### src/rtl/frame_update_scheduler.sv
// Frame-locked scheduler: turns DTG vertical sync into a divided KCPSM6 interrupt and
// commits the firmware's double-buffered game_info byte only on that scheduling tick.
module frame_update_scheduler #(
   parameter logic [3:0]  PORT_GAME_INFO = 4'h0,
   parameter logic [3:0]  PORT_CTRL      = 4'h1,
   parameter int unsigned FRAME_DIV      = 1
) (
   input  logic       clock,
   input  logic       rst,
   input  logic       vert_sync,
   input  logic [3:0] port_id,
   input  logic [7:0] out_port,
   input  logic       write_strobe,
   input  logic       interrupt_ack,
   output logic       interrupt,
   output logic [7:0] game_info_reg,
   output logic [7:0] frame_count,
   output logic       overrun
);

   typedef enum logic [1:0] {StIdle, StAssert, StRearm} state_e;

   localparam logic [7:0] DivLast = 8'(FRAME_DIV - 1);

   state_e     state_q, state_d;
   logic       vs_meta_q, vs_sync_q, vs_prev_q, frame_tick_q;
   logic [7:0] div_cnt_q, div_cnt_d;
   logic [7:0] shadow_q, game_info_q, frame_count_q;
   logic       pending_q, enable_q, overrun_q, interrupt_q;
   logic       wr_game, wr_ctrl, sched_tick, set_overrun;
   logic       unused_ctrl_bits;

   assign wr_game    = write_strobe && (port_id == PORT_GAME_INFO);
   assign wr_ctrl    = write_strobe && (port_id == PORT_CTRL);
   assign sched_tick = frame_tick_q && enable_q && (div_cnt_q == DivLast);

   assign unused_ctrl_bits = ^out_port[6:1];

   // Sync flops reset high (vsync idle level) so reset never fakes a frame start.
   always_ff @(posedge clock) begin
      if (rst) begin
         vs_meta_q    <= 1'b1;
         vs_sync_q    <= 1'b1;
         vs_prev_q    <= 1'b1;
         frame_tick_q <= 1'b0;
      end else begin
         vs_meta_q    <= vert_sync;
         vs_sync_q    <= vs_meta_q;
         vs_prev_q    <= vs_sync_q;
         frame_tick_q <= vs_prev_q & ~vs_sync_q;
      end
   end

   always_comb begin
      div_cnt_d = div_cnt_q;
      if (!enable_q) begin
         div_cnt_d = 8'd0;
      end else if (frame_tick_q) begin
         div_cnt_d = (div_cnt_q == DivLast) ? 8'd0 : div_cnt_q + 8'd1;
      end
   end

   always_comb begin
      state_d     = state_q;
      set_overrun = 1'b0;
      unique case (state_q)
         StIdle: begin
            if (sched_tick) state_d = StAssert;
         end
         StAssert: begin
            if (interrupt_ack && sched_tick) begin
               state_d = StRearm;
            end else if (interrupt_ack) begin
               state_d = StIdle;
            end else if (sched_tick) begin
               set_overrun = 1'b1;
            end
         end
         StRearm: begin
            state_d     = StAssert;
            set_overrun = sched_tick;
         end
         default: state_d = StIdle;
      endcase
   end

   always_ff @(posedge clock) begin
      if (rst) begin
         state_q       <= StIdle;
         interrupt_q   <= 1'b0;
         div_cnt_q     <= 8'd0;
         shadow_q      <= 8'd0;
         pending_q     <= 1'b0;
         game_info_q   <= 8'd0;
         frame_count_q <= 8'd0;
         enable_q      <= 1'b1;
         overrun_q     <= 1'b0;
      end else begin
         state_q     <= state_d;
         interrupt_q <= (state_d == StAssert);
         div_cnt_q   <= div_cnt_d;
         if (frame_tick_q) frame_count_q <= frame_count_q + 8'd1;
         // Commit the old shadow first; a same-cycle write re-arms pending for the next tick.
         if (sched_tick && pending_q) begin
            game_info_q <= shadow_q;
            pending_q   <= 1'b0;
         end
         if (wr_game) begin
            shadow_q  <= out_port;
            pending_q <= 1'b1;
         end
         if (wr_ctrl) enable_q <= out_port[7];
         // A new overrun event beats a simultaneous firmware clear.
         if (set_overrun) begin
            overrun_q <= 1'b1;
         end else if (wr_ctrl && out_port[0]) begin
            overrun_q <= 1'b0;
         end
      end
   end

   assign interrupt     = interrupt_q;
   assign game_info_reg = game_info_q;
   assign frame_count   = frame_count_q;
   assign overrun       = overrun_q;

endmodule

### config.mk
export PLATFORM = sky130hd
export DESIGN_NAME = frame_update_scheduler
export DESIGN_NICKNAME = d
export VERILOG_FILES = /design/src/rtl/frame_update_scheduler.sv
export SDC_FILE = /design/constraint.sdc
export NUM_CORES = 1
export LEC_CHECK = 0
export CAP_MARGIN = 10
export CORE_ASPECT_RATIO = 0.5
export CORE_MARGIN = 2
export CORE_UTILIZATION = 30
export DETAILED_ROUTE_END_ITERATION = 16
export PLACE_DENSITY_LB_ADDON = 0.12
export REMOVE_ABC_BUFFERS = 1
export SLEW_MARGIN = 20
export SYNTH_ARGS = -nofsm -noshare
export SYNTH_HDL_FRONTEND = slang
export SYNTH_SLANG_ARGS = --single-unit
### constraint.sdc
create_clock -name clock -period 4.3 [get_ports clock]
set_clock_uncertainty 0.2 [all_clocks]
set_input_delay 0.86 -clock clock [delete_from_list [all_inputs] [get_ports clock]]
set_output_delay 0.86 -clock clock [all_outputs]
set_load 0.1 [all_outputs]
Word-level counts from Yosys, hierarchy flattened:

Cells that the tools add are included.

* add/subtract/negate cells: 2
* muxes and demuxes: 13
* reductions and logical operators: 13
* equal/unequal tests: 4
* bitwise gates (word level): 3

Operator list (number)
* adder 8 x 1 -> 8 bit (second input constant): 2
* zero test 8 bit: 1
* 2-to-1 mux 8 bit: 1
* logical AND 1 bit: 7
* 2-to-1 mux 1 bit: 7
* 2-to-1 mux 2 bit: 3
* one-hot mux 2 bit (3 select lines): 1
* == test 2 x 1 -> 1 bit (second input constant): 2
* == test 4 x 1 -> 1 bit (second input constant): 1
* zero test 4 bit: 1
* nonzero test 2 bit: 2
* == test 2 bit (second input constant): 1
* zero test 2 bit: 1
* inverter 1 bit: 2
* one-hot mux 1 bit (2 select lines): 1
* OR reduction 2 bit: 1
* bitwise AND 1 bit: 1

* output and inout port bits: 18
* bits of input ports: 17
* flip-flop bits (word level): 42
* word-level logic and storage cells: 48

Longest topological paths before layout:

* depth after elaboration: 7
* gate-level depth with buffers: 7

Worst setup path after synthesis:

OpenSTA, ideal clock, no wires.

* kind: input to register
* start: in port_id[1]
* end: reg shadow_q[2]
* stages on the path: 5
* buffers on the path: 1
* setup time: 0.128 ns
* slack: 2.155 ns
* arrival: 1.818 ns
* cell sequence: nor4b_2 > nor2b_1 > buf_2 > mux2i_1 > nor2_1

* cells in the longest elaborated chain, start to end: 2

Ends and longest elaborated chain
* from (decl): RTL line 11 `input logic [3:0] port_id,`
* zero test 4 bit: RTL line 33 `assign wr_game = write_strobe && (port_id == PORT_GAME_INFO);`
* logical AND 1 bit: RTL line 33
* to (signal assigned): RTL line 109 `shadow_q <= out_port;`
* to (decl): RTL line 28 `logic [7:0] shadow_q, game_info_q, frame_count_q;`

Every way passes these cells.
A chain may end at the register's enable or synchronous reset.

Final worst setup path:

* start: reg frame_count_q[2] (netlist: frame_count[2])
* end: out frame_count[2]

RTL lines
* from (decl): RTL line 28
* from (signal assigned): RTL line 102 `if (frame_tick_q) frame_count_q <= frame_count_q + 8'd1;`
* to (decl): RTL line 17 `output logic [7:0] frame_count,`

No word-level cell between the ends.

==> results.ini <==
[outcome]
status = finished clean

[worst_setup_path]
cp_max_fo = 5
crit_family = buffers and inverters
cp_num_buf_inv = 1
critical_path.endpoint_type = output pin
crit_slowest_cell = clkdlybuf4s50_1
cp-start-kind = flip-flop
path_class = flip-flop to output pin
crit_chain = clkdlybuf4s50_1
required_ns = 3.24
timing.rr.end = interrupt
reg2reg_from = frame_tick_q
worstPathArrival_ns = 1.85
slowest_delay_ns = 1.16
worst_r2r_path_depth = 4
r2r_setup_slack_ns = 2.13

[sta]
tightest_slew_ns = 0.9688
rsz0062_at_grt = false
relSlewSlack_pct = 35.21
setup_violations = 0
period_minus_slack_ns = 2.910
setup_tns_ns = 0
hold_viol_final = 0
finalMaxSlewViolations = 0
period_share_pct = 67.68
max_freq_mhz = 343.6

[global_route]
antenna_found_initial = 0
grt-ovfl-total = 0
grt_pass1_vias = 1340
grtUsageTotal_pct = 11.88
grt_pass1_wl_mm = 6.051
grt_max_degree = 23

[routing]
viasPerCell = 4.612
initialDrtViolationCount = 50
wirelength_mm = 3.477
drc = 0
drtAntennaViolNets = 0
wl_per_cell_um = 11.83
dr.pass1.iters = 4
vias = 1356

[synth]
avgSynthCellArea_um2 = 9.411
synth_warnings = 0
ys_seq_area_share_pct = 48.55
synth_cells = 184
synth_top_area_share_pct = 48.55
synth_cell_types = 31
netlist_area_um2 = 1732
async_reset_ff_share_pct = 0
synth.area.top_cells = dfxtp_1 49%, mux2i_1 5.8%, nor2_1 5.6%
synth_seq_cells = 42
synthFlopType = dfxtp_1
synth-edff-count = 0
yosysMostFrequentCell = dfxtp_1
synth_top_area_cell = dfxtp_1
yosys-top-cells-count = 42 x dfxtp_1, 26 x nor2_1, 18 x nand2_1

[floorplan]
die_h_um = 57.72
dieArea_um2 = 6433
start_util_pct = 31.40
die_x_um = 111.4
rows = 19
io_pins = 35
core_um2 = 5515

[clock_network]
clock-root-buffer = clkbuf_16
cts-resized-gates = 0
cts_tree = yes
clk_pin_slew_ns = 0.06
clock_latency_ns = 0.28
htree_levels = 2
cts_setup_buffers = 0
cts_buffers = 5
cts_hold_buf = 0
clk_path_buf_depth = 2
numClockSinks = 42

[place]
io_buffers = 34
hpwlAfterDp_mm = 2.446
routabilityCongestion = 0.7019

[final_layout]
insertedDiodeCount = 0
final_util_pct = 41.95
drive_gt1_share_pct = 7.240
area_growth_pct = 33.60
fin_nets = 244

[power]
peakVddDrop_v = 0.0001687
p_leak_uw = 0.0008062
power_uw = 861.4
p_comb_share_pct = 5.0
clkPwrFrac_pct = 48.8
switching_share_pct = 19.97
p_sw_uw = 172.0
p_per_area_nw_per_um2 = 372.3
internal_power_uw = 689.4
seq_power_share_pct = 46.2

[worst_hold_path]
hold_start = vs_meta_q
min_to = vs_sync_q
hold_class = flip-flop to flip-flop
min_path_cells = 1

[job]
cap_violations = 0

## cell type report
| cell class | count | area, um^2 |
|---|---|---|
| inverters | 6 | 22.52 |
| clock inverters | 2 | 37.54 |
| repair buffers | 36 | 355.3 |
| well taps | 73 | 91.34 |
| fillers | 584 | 3202 |
| flip-flops and latches | 42 | 840.8 |
| multi-input cells | 129 | 837.1 |
| clock buffers | 6 | 128.9 |
## power by group through the flow
stage / Clock [uW] / Combinational [uW] / Sequential, uW
after global routing: 451 / 47.5 / 398
after CTS: 435 / 44.3 / 398
after detailed placement: 0 / 44.1 / 406
after global placement: 0 / 44.0 / 406
final: 420 / 43.4 / 398
after floorplan: 0 / 13.0 / 411
## through the flow
step | area [um^2] | worst slack (ns) | hold WS, ns | cells
floorplan | 1700 | 1.841 | 0.1895 | 177
global placement | 2147 | 1.523 | 0.1981 | 286
detailed placement | 2147 | 1.509 | 0.1964 | 286
CTS | 2313 | 1.368 | 0.2109 | 294
global route | 2313 | 1.326 | 0.2219 | 294
finish | 2313 | 1.390 | 0.2076 | 294
## per-layer routing
| layer | global-route usage [%] | up-vias | share of wire [%] |
|---|---|---|---|
| met5 | 0 | - | 0 |
| met4 | 5.291 | 0 | 1.6 |
| met3 | 3.870 | 5 | 5.0 |
| met2 | 19.60 | 29 | 44 |
| met1 | 14.56 | 621 | 49 |
| li1 | - | 701 | - |
## kinds of logic after synthesis
group,Yosys count,share of synthesized area (%)
AND/OR/NAND/NOR,79,23.92
flip-flops,42,48.56
AO/OA/AOI/OAI,21,7.515
buffers and inverters,13,3.106
XOR/XNOR,12,6.069
multiplexers,10,5.781
adder cells (fa/ha/maj),7,5.058
## cells in the final DEF, fill, tap and decap left out
cell type / netlist / routed
clkbuf_1: 4 / 1
or2_2: 3 / 3
or3_1: 2 / 2
and3_1: 2 / 2
o211ai_1: 1 / 1
a31oi_1: 1 / 1
dfxtp_1: 42 / 42
nand4_1: 8 / 8
nand2_1: 18 / 18
o21ai_0: 3 / 3
clkbuf_16: 0 / 5
bufinv_16: 0 / 1
a311oi_2: 1 / 1
nor2_1: 26 / 26
a311o_1: 1 / 1
nand3_1: 10 / 10
nor4b_2: 1 / 1
inv_1: 6 / 6
nor2b_1: 2 / 2
a21boi_0: 1 / 1
clkinvlp_4: 0 / 1
and2_1: 2 / 2
mux2i_1: 10 / 10
nor4b_4: 2 / 2
nand3b_1: 1 / 1
xnor2_1: 5 / 5
xor2_1: 7 / 7
clkdlybuf4s50_1: 0 / 34
a21oi_1: 12 / 12
ha_1: 7 / 7
a311oi_1: 1 / 1
nor3_1: 2 / 2
buf_4: 1 / 2
## worst max-delay path by stage
stage | from | endpoint | depth (start not counted) | slack, ns
detailed placement | port_id[1] | shadow_q[0] | 6 | 1.51
CTS | frame_count[2] | frame_count[2] | 1 | 1.37
floorplan | port_id[1] | shadow_q[0] | 4 | 1.84
finish | frame_count[2] | frame_count[2] | 1 | 1.39
global placement | port_id[1] | shadow_q[0] | 6 | 1.52
global route | frame_count[2] | frame_count[2] | 1 | 1.33
Power figures use the tool's default switching activity.
